**config.mk**
```make
export PLATFORM = sky130hd
export DESIGN_NAME = fix_field_decoder_flat
export DESIGN_NICKNAME = d
export VERILOG_FILES = /design/src/rtl/fix_pkg.sv /design/src/rtl/fix_field_decoder_if.sv /design/src/rtl/fix_tag_accum.sv /design/src/rtl/fix_field_decoder.sv /design/src/flat_wrapper.sv
export SDC_FILE = /design/constraint.sdc
export NUM_CORES = 1
export LEC_CHECK = 0
export CORE_MARGIN = 2
export CORE_UTILIZATION = 40
export CTS_BUF_LIST = sky130_fd_sc_hd__clkbuf_16
export CTS_CLUSTER_DIAMETER = 30
export DETAILED_ROUTE_END_ITERATION = 8
export GPL_TIMING_DRIVEN = 0
export PLACE_DENSITY_LB_ADDON = 0.08
export SLEW_MARGIN = 20
export SYNTH_ARGS = -nofsm -noshare
export SYNTH_HDL_FRONTEND = slang
export SYNTH_SLANG_ARGS = --single-unit
```
**constraint.sdc**
```tcl
create_clock -name clk -period 8.44 [get_ports clk]
set_input_delay 2.11 -clock clk [delete_from_list [all_inputs] [get_ports clk]]
set_output_delay 2.11 -clock clk [all_outputs]
set_load 0.1 [all_outputs]
```
**src/rtl/fix_pkg.sv**
```systemverilog
// -----------------------------------------------------------------------------
// fix_pkg
// Shared definitions for the FIX byte parser and the field decoder: protocol
// byte constants, the decoder FSM state type, field error bit positions and a
// small digit classification helper.
// -----------------------------------------------------------------------------
package fix_pkg;

    localparam logic [7:0] SOH_C  = 8'h01;  // field terminator
    localparam logic [7:0] SEP_C  = 8'h3D;  // '=' between tag and value
    localparam logic [7:0] ZERO_C = 8'h30;  // '0'
    localparam logic [7:0] NINE_C = 8'h39;  // '9'

    typedef enum logic [1:0] {
        ST_IDLE = 2'd0,
        ST_TAG  = 2'd1,
        ST_VAL  = 2'd2
    } state_e;

    // Bit positions inside the 3-bit field error vector {trunc, tag_ovf, bad_tag}.
    localparam int ERR_BAD_TAG = 0;
    localparam int ERR_TAG_OVF = 1;
    localparam int ERR_TRUNC   = 2;

    function automatic logic is_digit(input logic [7:0] b);
        return (b >= ZERO_C) && (b <= NINE_C);
    endfunction

endpackage

```
**src/rtl/fix_field_decoder_if.sv**
```systemverilog
// -----------------------------------------------------------------------------
// fix_field_decoder_if
// Field record channel between the decoder (master) and the message-level
// consumer (slave). A record is transferred on a cycle with valid & ready.
//   fld_valid_o  record valid                 (master -> slave)
//   fld_ready_i  consumer accepts record      (slave  -> master)
//   fld_tag_o    binary tag number
//   fld_len_o    stored value byte count
//   fld_val_o    value bytes, byte k at [8k+7:8k], unused bytes zero
//   fld_err_o    {trunc, tag_ovf, bad_tag}
// -----------------------------------------------------------------------------
interface fix_field_decoder_if #(
    parameter int TAG_W   = 16,
    parameter int MAX_VAL = 32,
    parameter int LEN_W   = 6
);
    logic                   fld_valid_o;
    logic                   fld_ready_i;
    logic [TAG_W-1:0]       fld_tag_o;
    logic [LEN_W-1:0]       fld_len_o;
    logic [8*MAX_VAL-1:0]   fld_val_o;
    logic [2:0]             fld_err_o;

    modport master (
        output fld_valid_o, fld_tag_o, fld_len_o, fld_val_o, fld_err_o,
        input  fld_ready_i
    );

    modport slave (
        input  fld_valid_o, fld_tag_o, fld_len_o, fld_val_o, fld_err_o,
        output fld_ready_i
    );
endinterface

```
**src/rtl/fix_tag_accum.sv**
```systemverilog
// -----------------------------------------------------------------------------
// fix_tag_accum
// ASCII decimal accumulator for FIX tag numbers.
//   clk, rst   clock, synchronous active-high reset
//   clr_i      restart from zero (applies before en_i in the same cycle)
//   en_i       accumulate data_i
//   data_i     tag byte
//   tag_o      accumulated value, saturates at all-ones
//   bad_o      a non-digit byte was seen
//   ovf_o      the value exceeded 2**TAG_W-1 at some point
//   ndig_o     number of digit bytes seen (saturating)
// -----------------------------------------------------------------------------
module fix_tag_accum
    import fix_pkg::*;
#(
    parameter int TAG_W = 16,
    parameter int CNT_W = 3
) (
    input  logic             clk,
    input  logic             rst,
    input  logic             clr_i,
    input  logic             en_i,
    input  logic [7:0]       data_i,
    output logic [TAG_W-1:0] tag_o,
    output logic             bad_o,
    output logic             ovf_o,
    output logic [CNT_W-1:0] ndig_o
);

    // tag*10 + 9 always fits in TAG_W+4 bits, so overflow is visible in the top bits.
    localparam int PROD_W = TAG_W + 4;

    logic [TAG_W-1:0]  tag_q, tag_d, tag_base;
    logic              bad_q, bad_d, bad_base;
    logic              ovf_q, ovf_d, ovf_base;
    logic [CNT_W-1:0]  cnt_q, cnt_d, cnt_base;
    logic [PROD_W-1:0] prod;

    always_comb begin
        // NOTE: every signal assigned here gets a value on every path first; a
        // missing default would infer a latch.
        tag_base = clr_i ? '0   : tag_q;
        bad_base = clr_i ? 1'b0 : bad_q;
        ovf_base = clr_i ? 1'b0 : ovf_q;
        cnt_base = clr_i ? '0   : cnt_q;
        tag_d    = tag_base;
        bad_d    = bad_base;
        ovf_d    = ovf_base;
        cnt_d    = cnt_base;
        prod     = '0;
        if (en_i) begin
            if (is_digit(data_i)) begin
                prod = PROD_W'(tag_base) * PROD_W'(10) + PROD_W'(data_i - ZERO_C);
                if (prod[PROD_W-1:TAG_W] != '0) begin
                    tag_d = '1;
                    ovf_d = 1'b1;
                end else begin
                    tag_d = prod[TAG_W-1:0];
                end
                if (cnt_base != '1) cnt_d = cnt_base + CNT_W'(1);
            end else begin
                // Non-digit: flag it and leave the running value untouched.
                bad_d = 1'b1;
            end
        end
    end

    always_ff @(posedge clk) begin
        // NOTE: state registers use non-blocking assignments so every flop
        // samples the pre-edge value regardless of statement order.
        if (rst) begin
            tag_q <= '0;
            bad_q <= 1'b0;
            ovf_q <= 1'b0;
            cnt_q <= '0;
        end else begin
            tag_q <= tag_d;
            bad_q <= bad_d;
            ovf_q <= ovf_d;
            cnt_q <= cnt_d;
        end
    end

    assign tag_o  = tag_q;
    assign bad_o  = bad_q;
    assign ovf_o  = ovf_q;
    assign ndig_o = cnt_q;

endmodule

```
**src/rtl/fix_field_decoder.sv**
```systemverilog
// -----------------------------------------------------------------------------
// fix_field_decoder
// Turns the FIX parser's tag/value byte stream into one record per field.
//   clk, rst        clock, synchronous active-high reset
//   data_i          byte from parser
//   tag_s_i         data_i is a tag byte
//   tag_e_i         '=' seen (data_i ignored)
//   value_s_i       data_i is a value byte
//   value_e_i       SOH seen (data_i ignored); commits the field
//   fld             record channel (master side)
//   drop_cnt_o      saturating count of discarded fields
// Assembly (accumulator + value buffer) is separate from the output register,
// so parsing continues while a record waits for the consumer.
// -----------------------------------------------------------------------------
module fix_field_decoder
    import fix_pkg::*;
#(
    parameter int TAG_W   = 16,
    parameter int MAX_VAL = 32,
    parameter int LEN_W   = 6
) (
    input  logic              clk,
    input  logic              rst,
    input  logic [7:0]        data_i,
    input  logic              tag_s_i,
    input  logic              tag_e_i,
    input  logic              value_s_i,
    input  logic              value_e_i,
    fix_field_decoder_if.master fld,
    output logic [15:0]       drop_cnt_o
);

    localparam int IDX_W = $clog2(8 * MAX_VAL);

    state_e state_q, state_d;
    logic   multi_strobe;
    logic   start_tag, acc_tag, store_val, commit, proto_err;

    logic [TAG_W-1:0] acc_tag_w;
    logic             acc_bad_w, acc_ovf_w;
    logic [2:0]       acc_ndig_w;

    logic [8*MAX_VAL-1:0] val_q, val_d;
    logic [LEN_W-1:0]     len_q, len_d;
    logic                 trunc_q, trunc_d;
    logic [IDX_W-1:0]     wr_idx;

    logic                 fld_valid_q, fld_valid_d;
    logic [TAG_W-1:0]     fld_tag_q, fld_tag_d;
    logic [LEN_W-1:0]     fld_len_q, fld_len_d;
    logic [8*MAX_VAL-1:0] fld_val_q, fld_val_d;
    logic [2:0]           fld_err_q, fld_err_d;
    logic                 out_free, load, drop_evt;
    logic [15:0]          drop_cnt_q, drop_cnt_d;

    assign multi_strobe = $countones({tag_s_i, tag_e_i, value_s_i, value_e_i}) > 1;

    // FSM: state register
    always_ff @(posedge clk) begin
        if (rst) state_q <= ST_IDLE;
        else     state_q <= state_d;
    end

    // FSM: next state. Any protocol error returns to IDLE, except a lone tag
    // byte in VAL, which abandons the field and starts a new tag.
    always_comb begin
        state_d = state_q;
        if (multi_strobe) begin
            state_d = ST_IDLE;
        end else begin
            case (state_q)
                ST_IDLE: if (tag_s_i) state_d = ST_TAG;
                ST_TAG: begin
                    if (tag_e_i)                     state_d = ST_VAL;
                    else if (value_s_i || value_e_i) state_d = ST_IDLE;
                end
                ST_VAL: begin
                    if (value_e_i || tag_e_i) state_d = ST_IDLE;
                    else if (tag_s_i)         state_d = ST_TAG;
                end
                default: state_d = ST_IDLE;
            endcase
        end
    end

    // FSM: datapath controls
    always_comb begin
        start_tag = 1'b0;
        acc_tag   = 1'b0;
        store_val = 1'b0;
        commit    = 1'b0;
        proto_err = 1'b0;
        if (multi_strobe) begin
            proto_err = 1'b1;
        end else begin
            case (state_q)
                ST_IDLE: begin
                    start_tag = tag_s_i;
                    proto_err = tag_e_i | value_s_i | value_e_i;
                end
                ST_TAG: begin
                    acc_tag   = tag_s_i;
                    proto_err = value_s_i | value_e_i;
                end
                ST_VAL: begin
                    store_val = value_s_i;
                    commit    = value_e_i;
                    start_tag = tag_s_i;
                    proto_err = tag_s_i | tag_e_i;
                end
                default: proto_err = 1'b0;
            endcase
        end
    end

    fix_tag_accum #(.TAG_W(TAG_W), .CNT_W(3)) u_tag_accum (
        .clk    (clk),
        .rst    (rst),
        .clr_i  (start_tag),
        .en_i   (start_tag | acc_tag),
        .data_i (data_i),
        .tag_o  (acc_tag_w),
        .bad_o  (acc_bad_w),
        .ovf_o  (acc_ovf_w),
        .ndig_o (acc_ndig_w)
    );

    // Value buffer: cleared at the first tag byte so unused bytes read as zero.
    assign wr_idx = IDX_W'({len_q, 3'b000});

    always_comb begin
        val_d   = val_q;
        len_d   = len_q;
        trunc_d = trunc_q;
        if (start_tag) begin
            val_d   = '0;
            len_d   = '0;
            trunc_d = 1'b0;
        end else if (store_val) begin
            if (len_q < LEN_W'(MAX_VAL)) begin
                val_d[wr_idx +: 8] = data_i;
                len_d              = len_q + LEN_W'(1);
            end else begin
                trunc_d = 1'b1;
            end
        end
    end

    // Output register loads when empty or being drained this cycle.
    assign out_free = !fld_valid_q || fld.fld_ready_i;
    assign load     = commit && out_free;
    assign drop_evt = proto_err || (commit && !out_free);

    always_comb begin
        fld_valid_d = fld_valid_q;
        fld_tag_d   = fld_tag_q;
        fld_len_d   = fld_len_q;
        fld_val_d   = fld_val_q;
        fld_err_d   = fld_err_q;
        if (load) begin
            fld_valid_d            = 1'b1;
            fld_tag_d              = acc_tag_w;
            fld_len_d              = len_q;
            fld_val_d              = val_q;
            fld_err_d[ERR_TRUNC]   = trunc_q;
            fld_err_d[ERR_TAG_OVF] = acc_ovf_w;
            // A tag with no digits at all is just as unusable as one with junk.
            fld_err_d[ERR_BAD_TAG] = acc_bad_w || (acc_ndig_w == '0);
        end else if (fld.fld_ready_i) begin
            fld_valid_d = 1'b0;
        end
    end

    assign drop_cnt_d = (drop_evt && drop_cnt_q != 16'hFFFF) ? drop_cnt_q + 16'd1 : drop_cnt_q;

    always_ff @(posedge clk) begin
        // NOTE: the value buffer and output record are reset on purpose: idle
        // outputs and unused value bytes must read as zero, not stale data.
        if (rst) begin
            val_q       <= '0;
            len_q       <= '0;
            trunc_q     <= 1'b0;
            fld_valid_q <= 1'b0;
            fld_tag_q   <= '0;
            fld_len_q   <= '0;
            fld_val_q   <= '0;
            fld_err_q   <= '0;
            drop_cnt_q  <= '0;
        end else begin
            val_q       <= val_d;
            len_q       <= len_d;
            trunc_q     <= trunc_d;
            fld_valid_q <= fld_valid_d;
            fld_tag_q   <= fld_tag_d;
            fld_len_q   <= fld_len_d;
            fld_val_q   <= fld_val_d;
            fld_err_q   <= fld_err_d;
            drop_cnt_q  <= drop_cnt_d;
        end
    end

    assign fld.fld_valid_o = fld_valid_q;
    assign fld.fld_tag_o   = fld_tag_q;
    assign fld.fld_len_o   = fld_len_q;
    assign fld.fld_val_o   = fld_val_q;
    assign fld.fld_err_o   = fld_err_q;
    assign drop_cnt_o      = drop_cnt_q;

endmodule

```
**src/flat_wrapper.sv**
```systemverilog
// flat-port wrapper written by rule: the top's interface ports become plain ports
module fix_field_decoder_flat import fix_pkg::*;
#(
    parameter int TAG_W   = 16,
    parameter int MAX_VAL = 32,
    parameter int LEN_W   = 6
)
  (clk, rst, data_i, tag_s_i, tag_e_i, value_s_i, value_e_i, drop_cnt_o, fld_fld_valid_o, fld_fld_tag_o, fld_fld_len_o, fld_fld_val_o, fld_fld_err_o, fld_fld_ready_i);
  fix_field_decoder_if #(.TAG_W(TAG_W), .MAX_VAL(MAX_VAL), .LEN_W(LEN_W)) fld_i ();
  input  logic clk;
  input  logic rst;
  input  logic [7:0] data_i;
  input  logic tag_s_i;
  input  logic tag_e_i;
  input  logic value_s_i;
  input  logic value_e_i;
  output logic [15:0] drop_cnt_o;
  output wire logic [$bits(fld_i.fld_valid_o)-1:0] fld_fld_valid_o;
  output wire logic [$bits(fld_i.fld_tag_o)-1:0] fld_fld_tag_o;
  output wire logic [$bits(fld_i.fld_len_o)-1:0] fld_fld_len_o;
  output wire logic [$bits(fld_i.fld_val_o)-1:0] fld_fld_val_o;
  output wire logic [$bits(fld_i.fld_err_o)-1:0] fld_fld_err_o;
  input wire logic [$bits(fld_i.fld_ready_i)-1:0] fld_fld_ready_i;
  assign fld_fld_valid_o = fld_i.fld_valid_o;
  assign fld_fld_tag_o = fld_i.fld_tag_o;
  assign fld_fld_len_o = fld_i.fld_len_o;
  assign fld_fld_val_o = fld_i.fld_val_o;
  assign fld_fld_err_o = fld_i.fld_err_o;
  assign fld_i.fld_ready_i = fld_fld_ready_i;
  fix_field_decoder #(.TAG_W(TAG_W), .MAX_VAL(MAX_VAL), .LEN_W(LEN_W)) u_core (.clk(clk), .rst(rst), .data_i(data_i), .tag_s_i(tag_s_i), .tag_e_i(tag_e_i), .value_s_i(value_s_i), .value_e_i(value_e_i), .fld(fld_i), .drop_cnt_o(drop_cnt_o));
endmodule
```
==> results summary, run 1 <==
The reported max-cap violation count came out at 0. The total power of the final layout came out at just under 8 mW. The reg-to-reg setup timing slack is 2680 ps. The kind of end point of the critical path is a flip-flop. The async set or reset register ratio after synthesis came out at 0%. The floorplan die height is between 200 and 250 um. The number of synthesized flops with an enable pin came out at 0.

By instance count, the leading cell after synthesis is sky130_fd_sc_hd__nand2_1. The sequential cell fraction of total power is between 30% and 40%. The routed wire length came out at between 70 and 80 mm.

The synthesis-stage register bit count is 584. The wire length per cell came out at between 15 and 20 um. The first-pass GRT wire length came out at between 100 and 150 mm. The antenna diode count came out at 0. The congestion estimate from routability-driven global placement came to slightly below 0.9.

The core footprint is around 58000 sq um. The standby leakage power came out at between 10 and 15 nW. By instance count, the cell type seen most on the critical path is sky130_fd_sc_hd__ha_1. The latest clock arrival within the worst-skew pair is about 670 ps. The CTS tree is built.

The cell row count came out at approximately 90. At the pin with the least slew margin, the transition time is about 1300 ps. Following the worst setup path forward leads to its endpoint at u_core.u_tag_accum.tag_o[13]. During placement, the flow inserted port buffers numbering about 300. The combined global-route utilization of all metal layers is about a quarter.

In this run the power spent charging and discharging nets is about 1.8 mW. The initial antenna violation count is 0. The share of final-layout standard cells stronger than drive strength 1 is under 10%. The portion of total power attributed to the clock network is between 60% and 70%. The synthesis warning total is 0. The data arrival time of the critical path came out at 8620 ps.

After filler insertion, the fill cell instance count of the layout stands at about 5300. The number of nets in the layout is between 3000 and 4000. The combinational share of power is 3.2%.

The endpoint identified for the worst register-to-register timing path is u_core.u_tag_accum.tag_o[13]. The maximum ir drop on the vdd rail is ~0.17 mV. The ratio of routed vias to standard cells is between 5 and 6.

The area added between synthesis and finish is 36.26%. The worst-case headroom to the max-slew limit came out at 16.58%. In this design, the stage delay of the slowest critical-path cell is just over 500 ps.

The final setup violation count came out at 0. The worst register-to-register path begins at u_core.state_q[0]. For this configuration, the core starts out at a cell density of between 40% and 50%. The critical path data required time came out at 8920 ps. A synthesized cell averages approximately 8 sq um.

The max-slew violation total from the final report came out at 0. The I/O pin count came out at approximately 310. In this run the biggest area consumer among cell types represents between 50 and 60% of the synthesized area. The tightest hold path in the finished design has a slack of around 440 ps. The first routing iteration left about 1300 violations. The part of the cycle the worst path needs is 96.41%. The root buffer selected by CTS is sky130_fd_sc_hd__clkbuf_16. The DRC violation count after routing is 0. Net switching is 22.64% of the power.

The minimum clock period came out at approximately 8000 ps. The area occupied by multi-input gates is around 11000 sq um. The internal power summed over all cells is between 6 and 7 mW. The worst setup path is launched from a primary input. The startpoint of the worst setup timing path is tag_e_i. The buffering stage count on the worst path with inverters included is 7. Clock tree synthesis found a total of approximately 580 sinks. The largest net degree at the start of global routing is 17. The synthesized net count is about 2900. The final worst clock skew is between 20 and 30 ps. On the critical path, the stage with the largest delay is an instance of sky130_fd_sc_hd__or4b_1. The post-route antenna net violation count is 0.

Among all flip-flop cells after synthesis, the most frequent one is sky130_fd_sc_hd__dfxtp_1. Timing analysis after detailed placement gives a worst setup slack of -1592 ps. The total number of H-tree levels is 3. The class of the tightest hold or removal check is flip-flop to flip-flop. The post-synthesis cell count is about 2800. The final design utilization came out at about 55%. Of all nets on the critical path, the largest fanout is 10. The storage element area came out at around 12000 sq um.

Grouping stages by cell kind, the critical path spends the most delay in compound AO/OA/AOI/OAI gates. The clock transition at the registers of the reported paths is approximately 50 ps. Counting cells, the worst reg-to-reg path comes to 22. The run finished with clean final reports.

The number of global-route vias before repair came out at 20860. The achievable clock frequency is around 0.12 GHz. The half-perimeter wire length after placement came out at 57.47 mm. Setup slack on the critical path of the routed design comes to about 300 ps. Yosys attributes the largest share of cell area to sky130_fd_sc_hd__dfxtp_1 (50%), sky130_fd_sc_hd__nand2_1 (9.9%), sky130_fd_sc_hd__a21oi_1 (9.2%), sky130_fd_sc_hd__nor2_1 (6.5%), sky130_fd_sc_hd__mux2i_1 (6.2%). For this run the aggregate overflow at the end of global routing stands at 0. The width of the die came out at ~250 um. Setup repair after global routing left no endpoint under its margin. The share of the yosys chip area belonging to registers is between 50% and 60%. The total power divided by cell area is roughly 250 nW/um^2. The die area is between 60000 and 70000 sq um. The total number of vias is approximately 22000. In this run the number of cells on the critical path is 27. The synthesized design spends more area on one cell type than any other, namely sky130_fd_sc_hd__dfxtp_1. The length of the first detailed-routing pass in iterations is 7.

The synthesized netlist occupies a cell area of between 20000 and 25000 sq um. The count of final hold-check violations came out at 0. The startpoint-to-endpoint class of the critical path is primary input to flip-flop. The maximum buffer depth of the clock tree is 3. The total clock buffers created by CTS came out at 120.

The number of unique standard cell types used by synthesis is 65. The commonest cells after synthesis are sky130_fd_sc_hd__nand2_1 (613), sky130_fd_sc_hd__dfxtp_1 (584), sky130_fd_sc_hd__a21oi_1 (426).
[flip-flops by register name, summed over array words and instances, names as in the netlist]
register                   cells
u_core.drop_cnt_o             16
u_core.fld.fld_err_o           3
u_core.fld.fld_len_o           6
u_core.fld.fld_tag_o          16
u_core.fld.fld_val_o         256
u_core.fld.fld_valid_o         1
u_core.len_q                   6
u_core.state_q                 2
u_core.trunc_q                 1
u_core.u_tag_accum.bad_o       1
u_core.u_tag_accum.ndig_o      3
u_core.u_tag_accum.ovf_o       1
u_core.u_tag_accum.tag_o      16
u_core.val_q                 256
[cells by family (layout without fill, tap and decap cells)]
logic type / after synthesis / in the layout / synth area share, %
buf+inv: 222 / 760 / 3.627
compound gates: 530 / 530 / 12.60
fa+ha+maj: 54 / 54 / 2.971
simple gates: 1250 / 1250 / 22.16
mux: 145 / 145 / 6.243
xor+xnor: 56 / 56 / 2.110
flops: 584 / 584 / 50.29
[per-layer routing]
layer / GRT usage (%) / share of wire (%)
met5: 0 / 0
met4: 10.53 / 3.2
met3: 3.991 / 5.5
met2: 42.64 / 47
met1: 33.63 / 44
[worst min-delay path by stage]
stage / start / endpoint / slack (ps) / cells after the start
2_1_floorplan: u_core.u_tag_accum.tag_o[11] / u_core.fld.fld_tag_o[11] / 430 / 2
3_3_place_gp: u_core.val_q[118] / u_core.fld.fld_val_o[118] / 440 / 2
3_5_place_dp: u_core.val_q[254] / u_core.fld.fld_val_o[254] / 450 / 2
4_1_cts: u_core.val_q[136] / u_core.fld.fld_val_o[136] / 440 / 2
5_1_grt: u_core.val_q[136] / u_core.fld.fld_val_o[136] / 460 / 2
6_report: u_core.val_q[136] / u_core.fld.fld_val_o[136] / 440 / 2
[worst register-to-register path: stages, from the launching register on]
cell and delay (ps):
sky130_fd_sc_hd__dfxtp_1 380, sky130_fd_sc_hd__or4b_1 540, sky130_fd_sc_hd__buf_2 200, sky130_fd_sc_hd__clkbuf_4 200, sky130_fd_sc_hd__clkbuf_4 210, sky130_fd_sc_hd__and2_1 180
sky130_fd_sc_hd__ha_1 210, sky130_fd_sc_hd__ha_1 370, sky130_fd_sc_hd__a21oi_4 220, sky130_fd_sc_hd__nand2_1 70, sky130_fd_sc_hd__o311a_1 310, sky130_fd_sc_hd__o21a_1 190
sky130_fd_sc_hd__o21ai_1 160, sky130_fd_sc_hd__a21oi_1 80, sky130_fd_sc_hd__nand3b_1 170, sky130_fd_sc_hd__ha_1 360, sky130_fd_sc_hd__a211o_1 280, sky130_fd_sc_hd__o31a_1 260
sky130_fd_sc_hd__or4_4 430, sky130_fd_sc_hd__a2111oi_4 290, sky130_fd_sc_hd__buf_4 200, sky130_fd_sc_hd__buf_6 160, sky130_fd_sc_hd__a311oi_1 110
[power by group through the flow]
stage | combinational [mW] | clock (mW) | sequential, mW
floorplan | 0.140 | 0 | 2.84
global placement | 0.240 | 0 | 2.83
detailed placement | 0.249 | 0 | 2.83
CTS | 0.253 | 4.94 | 2.78
global route | 0.276 | 5.08 | 2.77
finish | 0.257 | 4.89 | 2.78
[repair_timing]
action,CTS,global route
pin swaps,2,4
hold buffers,0,0
buffers inserted,3,1
resized for setup,13,9
setup endpoints to repair,17,17
hold endpoints to repair,0,0
[cell type report]
type	count	share of cell area (%)
clock buffers	122	9.637
inverters	23	0.2725
multi-input cells	2035	34.03
clock inverters	100	3.788
flip-flops and latches	584	36.91
repair buffers	316	9.933
well taps	765	3.021
plain buffers	199	2.413
[layout by cell type, fill, tap and decap left out, types with 6 or more instances in the layout]
| cell type | netlist | layout |
|---|---|---|
| sky130_fd_sc_hd__a211oi_1 | 13 | 10 |
| sky130_fd_sc_hd__a21oi_1 | 426 | 425 |
| sky130_fd_sc_hd__a311oi_1 | 12 | 12 |
| sky130_fd_sc_hd__a31oi_1 | 7 | 7 |
| sky130_fd_sc_hd__and2_1 | 28 | 28 |
| sky130_fd_sc_hd__and3_1 | 12 | 12 |
| sky130_fd_sc_hd__buf_1 | 7 | 7 |
| sky130_fd_sc_hd__buf_4 | 0 | 6 |
| sky130_fd_sc_hd__bufinv_16 | 0 | 22 |
| sky130_fd_sc_hd__clkbuf_1 | 189 | 187 |
| sky130_fd_sc_hd__clkbuf_16 | 0 | 122 |
| sky130_fd_sc_hd__clkdlybuf4s50_1 | 0 | 305 |
| sky130_fd_sc_hd__clkinv_1 | 0 | 10 |
| sky130_fd_sc_hd__clkinv_2 | 0 | 10 |
| sky130_fd_sc_hd__clkinv_4 | 0 | 10 |
| sky130_fd_sc_hd__clkinvlp_4 | 0 | 22 |
| sky130_fd_sc_hd__dfxtp_1 | 584 | 584 |
| sky130_fd_sc_hd__ha_1 | 52 | 51 |
| sky130_fd_sc_hd__inv_1 | 23 | 35 |
| sky130_fd_sc_hd__inv_6 | 0 | 11 |
| sky130_fd_sc_hd__mux2i_1 | 145 | 145 |
| sky130_fd_sc_hd__nand2_1 | 613 | 613 |
| sky130_fd_sc_hd__nand3_1 | 31 | 31 |
| sky130_fd_sc_hd__nand4_1 | 8 | 8 |
| sky130_fd_sc_hd__nor2_1 | 400 | 400 |
| sky130_fd_sc_hd__nor2b_1 | 8 | 8 |
| sky130_fd_sc_hd__nor3_1 | 117 | 116 |
| sky130_fd_sc_hd__o21ai_0 | 25 | 23 |
| sky130_fd_sc_hd__xnor2_1 | 32 | 32 |
| sky130_fd_sc_hd__xor2_1 | 24 | 24 |
[per-stage QoR]
stage	setup TNS [ps]	instances	instance area, sq um
floorplan	0	2841	23250
global placement	-30800	3915	27300
detailed placement	-25550	3918	27340
CTS	0	4143	31640
global route	0	4144	31680
finish	0	4144	31680
Note: power is estimated with default switching activity, not from simulation.
==> run 2: changes to the inputs <==
--- a/config.mk
+++ b/config.mk
@@ -11,7 +11,7 @@
 export CTS_CLUSTER_DIAMETER = 30
 export DETAILED_ROUTE_END_ITERATION = 8
 export GPL_TIMING_DRIVEN = 0
-export PLACE_DENSITY_LB_ADDON = 0.08
+export PLACE_DENSITY = 0.68
 export SLEW_MARGIN = 20
 export SYNTH_ARGS = -nofsm -noshare
 export SYNTH_HDL_FRONTEND = slang
==> results summary, run 2 (same netlist as run 1, synthesis figures left out) <==
Summed over all layers, the global routing overflow is 0. CTS built an H-tree with a depth of 3. The standby leakage power is about 12 nW. The ratio of routed vias to standard cells came out at 5.147. The flow ran to the end, and the final reports show no timing, DRC or antenna violations. The startpoint of the worst setup timing path is tag_s_i. From synthesis to final layout, the design area changed by 35.51%. The initial antenna violation count came out at 2. The total power divided by cell area came out at around 250 nW/um^2. TritonCTS built the clock tree. The data arrival time of the critical path came out at approximately 8600 ps.

The worst-case headroom to the max-slew limit is 13.61%. The share of final-layout standard cells stronger than drive strength 1 is 6.619%. In this run the critical register-to-register path is launched from u_core.state_q[0]. The final layout contains routed wiring with a total length of roughly 78 mm. The first-iteration detailed-routing DRC count is 1473. The path class of the tightest hold or removal check is flip-flop to flip-flop.

The uppermost layer routed is met4. At the later pin of the worst-skew pair, clock insertion delay measures approximately 680 ps. The number of global-route vias before repair is just over 20000.

The routed wire length on met3 came out at between 5 and 6 mm. The DRC violation count after routing is 0. Routability-driven placement finished with a final weighted congestion of ~0.89.

Setup repair after global routing left no endpoint under its margin. The highest fanout seen on the critical path came out at 15. In the layout the commonest cells are sky130_fd_sc_hd__nand2_1 (613), sky130_fd_sc_hd__dfxtp_1 (584), sky130_fd_sc_hd__a21oi_1 (425). The width of the die came out at between 200 and 250 um. The number of fillers in the final layout is about 5200.

The worst setup path is launched from a primary input. The kind of end point of the critical path is a flip-flop. The stage delay of the slowest cell on the critical path came out at slightly above 600 ps. The port buffer count is between 300 and 400. In this run the clock root is driven by a sky130_fd_sc_hd__clkbuf_16. The reported max-cap violation count is 0. In this run the deepest clock path goes through 3 buffers. The max-slew violation total from the final report is 0.

The total clock buffers created by CTS is about 120. The cell that appears most often on the critical path is sky130_fd_sc_hd__buf_4. The detailed-route wire length on metal 1 is between 30 and 40 mm. The initial cell density of the core is 40.37%. The maximum ir drop on the vdd rail is between 0.15 and 0.2 mV. The clock transition at the registers of the reported paths is approximately 50 ps. The combined global-route utilization of all metal layers came out at about 25%. The cell row count came out at ~90. The final setup violation count is 0. The die area came out at about 60000 sq um. The total number of vias came out at approximately 21000. The transition time at the pin with the least slew margin came out at 1296 ps.

For this run, the detailed router's first-pass iteration total came to 5. The wire length per cell came out at around 19 um. The worst setup path is of the primary input to flip-flop kind. The first-pass GRT wire length is about 120 mm. The minimum clock period came out at around 8100 ps. The number of nets in the layout is around 3300. The worst hold path begins at u_core.val_q[169]. The part of the cycle the worst path needs came out at 96.05%. The core region is approximately 58000 sq um. Timing would allow up to ~0.12 GHz. The final hold slack is ~430 ps. The worst register-to-register path has a setup slack of 2660 ps. Detailed placement ended at an HPWL of around 55 mm. The area after detailed placement is ~27000 sq um. The detail route stage leaves a number of antenna-violating nets equal to 0. At the worst endpoint, the required time is ~9000 ps.

The final worst clock skew came out at between 30 and 40 ps. The met2 layer wire length in the routed design is 35.24 mm. The largest net degree at the start of global routing came out at 17. The I/O pin count is ~310.

The die is 245.1 um tall. The count of final hold-check violations was 0. With fillers left out, the area of the finished cells amounts to about 32000 sq um. CTS saw approximately 600 sinks. The library cell used most frequently in the layout, excluding fill and tap cells, is sky130_fd_sc_hd__nand2_1. The antenna diode count came out at 0. For this design, the slowest cell found on the critical path is sky130_fd_sc_hd__fa_2.
==> run 2: cell types whose count changed in the layout (fill, tap and decap cells not counted), sizes merged <==
cell and delta:
clkbuf -7, clkinv +7, clkinvlp -7, buf -1, bufinv +1, clkdlybuf4s15 -1
clkdlybuf4s50 -1, dlygate4sd2 -1, dlymetal6s2s +1, inv -1
==> run 2: worst max-delay path, delay by kind of cell <==
family	cells	cell delay, ps
simple gates	6	1300
fa+ha+maj	5	1860
buf+inv	6	1020
xor+xnor	1	310
compound gates	9	1950
==> run 2: final timing paths <==
check / to / depth (start not counted)
worst max-delay path: u_core.u_tag_accum.tag_o[7] / 27
worst max register to register: u_core.u_tag_accum.tag_o[7] / 20
worst min register to register: u_core.fld.fld_val_o[169] / 2
worst min-delay path: u_core.fld.fld_val_o[169] / 2
==> run 2: power by group <==
group          switching [mW]  internal [mW]
Sequential            0.00723           2.77
Combinational           0.193         0.0619
Clock                    1.57           3.21
Total                    1.77           6.04
==> run 2: cell type report <==
cell class / instances / area, sq um / area share, %
clock inverter: 100 / 1224 / 3.884
clock buffer: 116 / 2903 / 9.214
multi-input combinational: 2035 / 10760 / 34.17
inverter: 23 / 86.33 / 0.2740
timing repair buffer: 313 / 3118 / 9.897
buffer: 198 / 760.7 / 2.415
tap: 765 / 957.2 / 3.038
sequential: 584 / 11690 / 37.11
==> run 2: stage by stage <==
step / setup TNS [ps] / worst slack (ps) / utilization (%) / instances / power, mW
detailed placement: -25600 / -1586 / 47.47 / 3918 / 3.078
CTS: 0 / 50.84 / 54.68 / 4134 / 7.840
floorplan: 0 / 325.0 / - / 2841 / 2.982
global placement: -28220 / -1726 / 47.41 / 3915 / 3.075
global route: 0 / 55.67 / 54.71 / 4134 / 8.023
finish: 0 / 333.1 / 54.71 / 4134 / 7.808
==> run 2: layer usage <==
metal | track usage [%] | vias up
li1 | - | 10420
met1 | 33.74 | 9969
met2 | 40.49 | 756
met3 | 4.876 | 129
met4 | 9.846 | 0
met5 | 0 | -
==> run 2: repair_timing <==
action,CTS,global route
pin swaps,1,4
endpoints found under the setup margin,17,17
hold endpoints to repair,0,0
gates resized for setup,8,12
hold buffers,0,0
setup buffers,1,0
==> run 3: changes to the inputs <==
--- a/config.mk
+++ b/config.mk
@@ -11,7 +11,7 @@
 export CTS_CLUSTER_DIAMETER = 30
 export DETAILED_ROUTE_END_ITERATION = 8
 export GPL_TIMING_DRIVEN = 0
-export PLACE_DENSITY = 0.68
+export PLACE_DENSITY = 0.66
 export SLEW_MARGIN = 20
 export SYNTH_ARGS = -nofsm -noshare
 export SYNTH_HDL_FRONTEND = slang
==> results summary, run 3 (same netlist as run 1, synthesis figures left out) <==
Along the worst path, the maximum fanout reaches 15. The final worst clock skew came out at 29.69 ps. The slowest stage of the critical path belongs to the cell sky130_fd_sc_hd__or4b_1. The total negative slack for setup checks is 0 ps. The final critical path takes up a little over nine tenths of the cycle. In this run the number of H-tree levels came out at 3.

The initial antenna violation count is 3. The die area came out at around 60000 sq um. The detailed router finished its first iteration with ~1700 violations.

STA classifies the critical path startpoint as a primary input. In this run the deepest clock path goes through 3 buffers. The width of the die is approximately 250 um. The number of cells on the worst reg-to-reg path came out at 23. In this run the count of I/O pins placed on the die edge is ~310.

CTS placed an instance of sky130_fd_sc_hd__clkbuf_16 at the clock tree root. The leftover overflow at the end of global routing is 0. The final setup violation count came out at 0. The buffering stage count on the worst path with inverters included is 7.

The max-slew violation total from the final report came out at 0. At the pin with the least slew margin, the transition time is about 1300 ps. The number of nets in the layout is between 3000 and 4000. The number of clock buffers added by TritonCTS is 120. The reg-to-reg setup timing slack came out at 2830 ps.

The hold buffer count at cts came out at 0. The endpoint with the worst hold slack is u_core.fld.fld_val_o[195]. The count of final hold-check violations is 0. The cell row count came out at approximately 90. The kind of end point of the critical path is a flip-flop.

The worst min-delay path startpoint is u_core.fld.fld_val_o[195]. The DRC violation count after routing is 0. The combined global-route utilization of all metal layers is between 20% and 30%. The clock transition at the registers of the reported paths is around 40 ps. Dividing the detail-routed wire length by the instance count gives ~19 um.

Setup repair after global routing left no endpoint under its margin. The total power divided by cell area is 243.7 nW/um^2. The library cell used most frequently in the layout, excluding fill and tap cells, is sky130_fd_sc_hd__nand2_1.

For the finished layout, the period the worst path requires is roughly 8100 ps. Summed over all layers, the routed wires come to around 77 mm. The half-perimeter wire length after placement came out at ~55 mm. In this run the worst setup path begins at value_e_i. The library cells used most frequently in the layout, excluding fill and tap cells, are sky130_fd_sc_hd__nand2_1 (613), sky130_fd_sc_hd__dfxtp_1 (584), sky130_fd_sc_hd__a21oi_1 (425). The post-route antenna net violation count came out at 0. The largest net degree at the start of global routing is 17. The total number of vias is 21450. The port buffer count is 309. The tree built by TritonCTS fans out to 584 sinks. TritonCTS built the clock tree. The floorplan die height came out at ~250 um. The flow ran to the end, and the final reports show no timing, DRC or antenna violations. The length of the first detailed-routing pass in iterations is 5. Based on the critical path, the design can be clocked at up to approximately 0.12 GHz. The worst-case headroom to the max-slew limit is 13.55%.

The initial utilization of the core area, before any placement, comes to roughly 40%. The share of final-layout standard cells stronger than drive strength 1 is 6.515%. The area after detailed placement is approximately 27000 sq um. The worst register-to-register path begins at u_core.state_q[0]. The largest single stage delay on the critical path is about 520 ps. The global placer's final weighted congestion came out at about 0.89. The critical path data required time came out at around 9000 ps. The data arrival time of the critical path is roughly 8500 ps.

Across the VDD grid, the largest voltage drop is a little over 0.2 mV. The analysis attributes to cell leakage a power of about 12 nW. The endpoint identified for the worst register-to-register timing path is u_core.u_tag_accum.tag_o[10]. The worst hold path was traced through 2 stages. The first-pass GRT wire length came out at approximately 120 mm.

Across the run, the number of max-cap violations was 0. The startpoint-to-endpoint class of the critical path is primary input to flip-flop. The ratio of routed vias to standard cells came out at 5.176. The core footprint is between 50000 and 60000 sq um. Compared with the post-synthesis result, the final layout area differs by 35.26%. At the later pin of the worst-skew pair, clock insertion delay measures between 600 and 700 ps.

Grouping stages by cell kind, the critical path spends the most delay in compound AO/OA/AOI/OAI gates. The number of global-route vias before repair is around 20000. Once layout is done, the placed cells without fillers occupy 31450 sq um. The class of the tightest hold or removal check is flip-flop to flip-flop.
[run 3: cell types whose count changed in the layout (fill, tap and decap cells not counted), sizes merged]
cell,change
clkinvlp,+2
diode,+2
clkbuf,+7
clkdlybuf4s50,+1
bufinv,-8
clkinv,+1
dlymetal6s2s,-2
inv,+4
dlygate4sd2,+3
[run 3: metal layers]
metal	wire length (um)	GRT usage, %
met1	34120	33.43
met2	34440	39.38
met3	5797	5.347
met4	2919	11.26
met5	12	0
[run 3: tightest hold or removal path, delay by kind of cell (launching register included)]
family,cells,cell delay [ps]
and+or+nand+nor,1,50
DFF,1,300
AOI/OAI and AO/OA,1,50
[run 3: where the power goes]
group	internal, mW	total (mW)	switching [mW]
combinational	0.0639	0.256	0.192
clock	3.08	4.63	1.55
sequential	2.77	2.78	0.00694
[run 3: per-stage QoR]
| step | utilization [%] | hold slack (ps) | worst slack, ps | total power, mW | cells |
|---|---|---|---|---|---|
| global placement | 47.41 | 440.6 | -1574 | 3.076 | 3915 |
| floorplan | - | 427.3 | 325.0 | 2.982 | 2841 |
| finish | 54.61 | 448.9 | 372.2 | 7.664 | 4144 |
| global route | 54.60 | 460.4 | 56.82 | 7.883 | 4143 |
| detailed placement | 47.49 | 444.3 | -1421 | 3.078 | 3919 |
| CTS | 54.58 | 446.1 | 156.9 | 7.708 | 4142 |
[run 3: timing repair]
item	4_1_cts	5_1_grt
pin swaps	1	1
setup buffers	2	0
gates resized for setup	10	8
setup endpoints to repair	17	17
[run 3: layout make-up]
| class | count | area (sq um) |
|---|---|---|
| inverter | 23 | 86.33 |
| buffer | 198 | 760.7 |
| tap | 765 | 957.2 |
| fill | 5377 | 26140 |
| timing repair buffer | 315 | 3151 |
| antenna | 2 | 5.005 |
| clock buffer | 123 | 3078 |
| sequential | 584 | 11690 |
| clock inverter | 99 | 958.4 |
| multi-input combinational | 2035 | 10760 |
[run 3: worst max-delay path by stage]
stage | endpoint | depth (start not counted) | slack (ps)
after floorplan | u_core.u_tag_accum.tag_o[10] | 27 | 320
after global placement | u_core.u_tag_accum.tag_o[13] | 25 | -1570
after detailed placement | u_core.u_tag_accum.tag_o[13] | 28 | -1420
after CTS | u_core.u_tag_accum.tag_o[10] | 28 | 160
after global routing | u_core.u_tag_accum.tag_o[10] | 28 | 60
final | u_core.u_tag_accum.tag_o[10] | 28 | 370
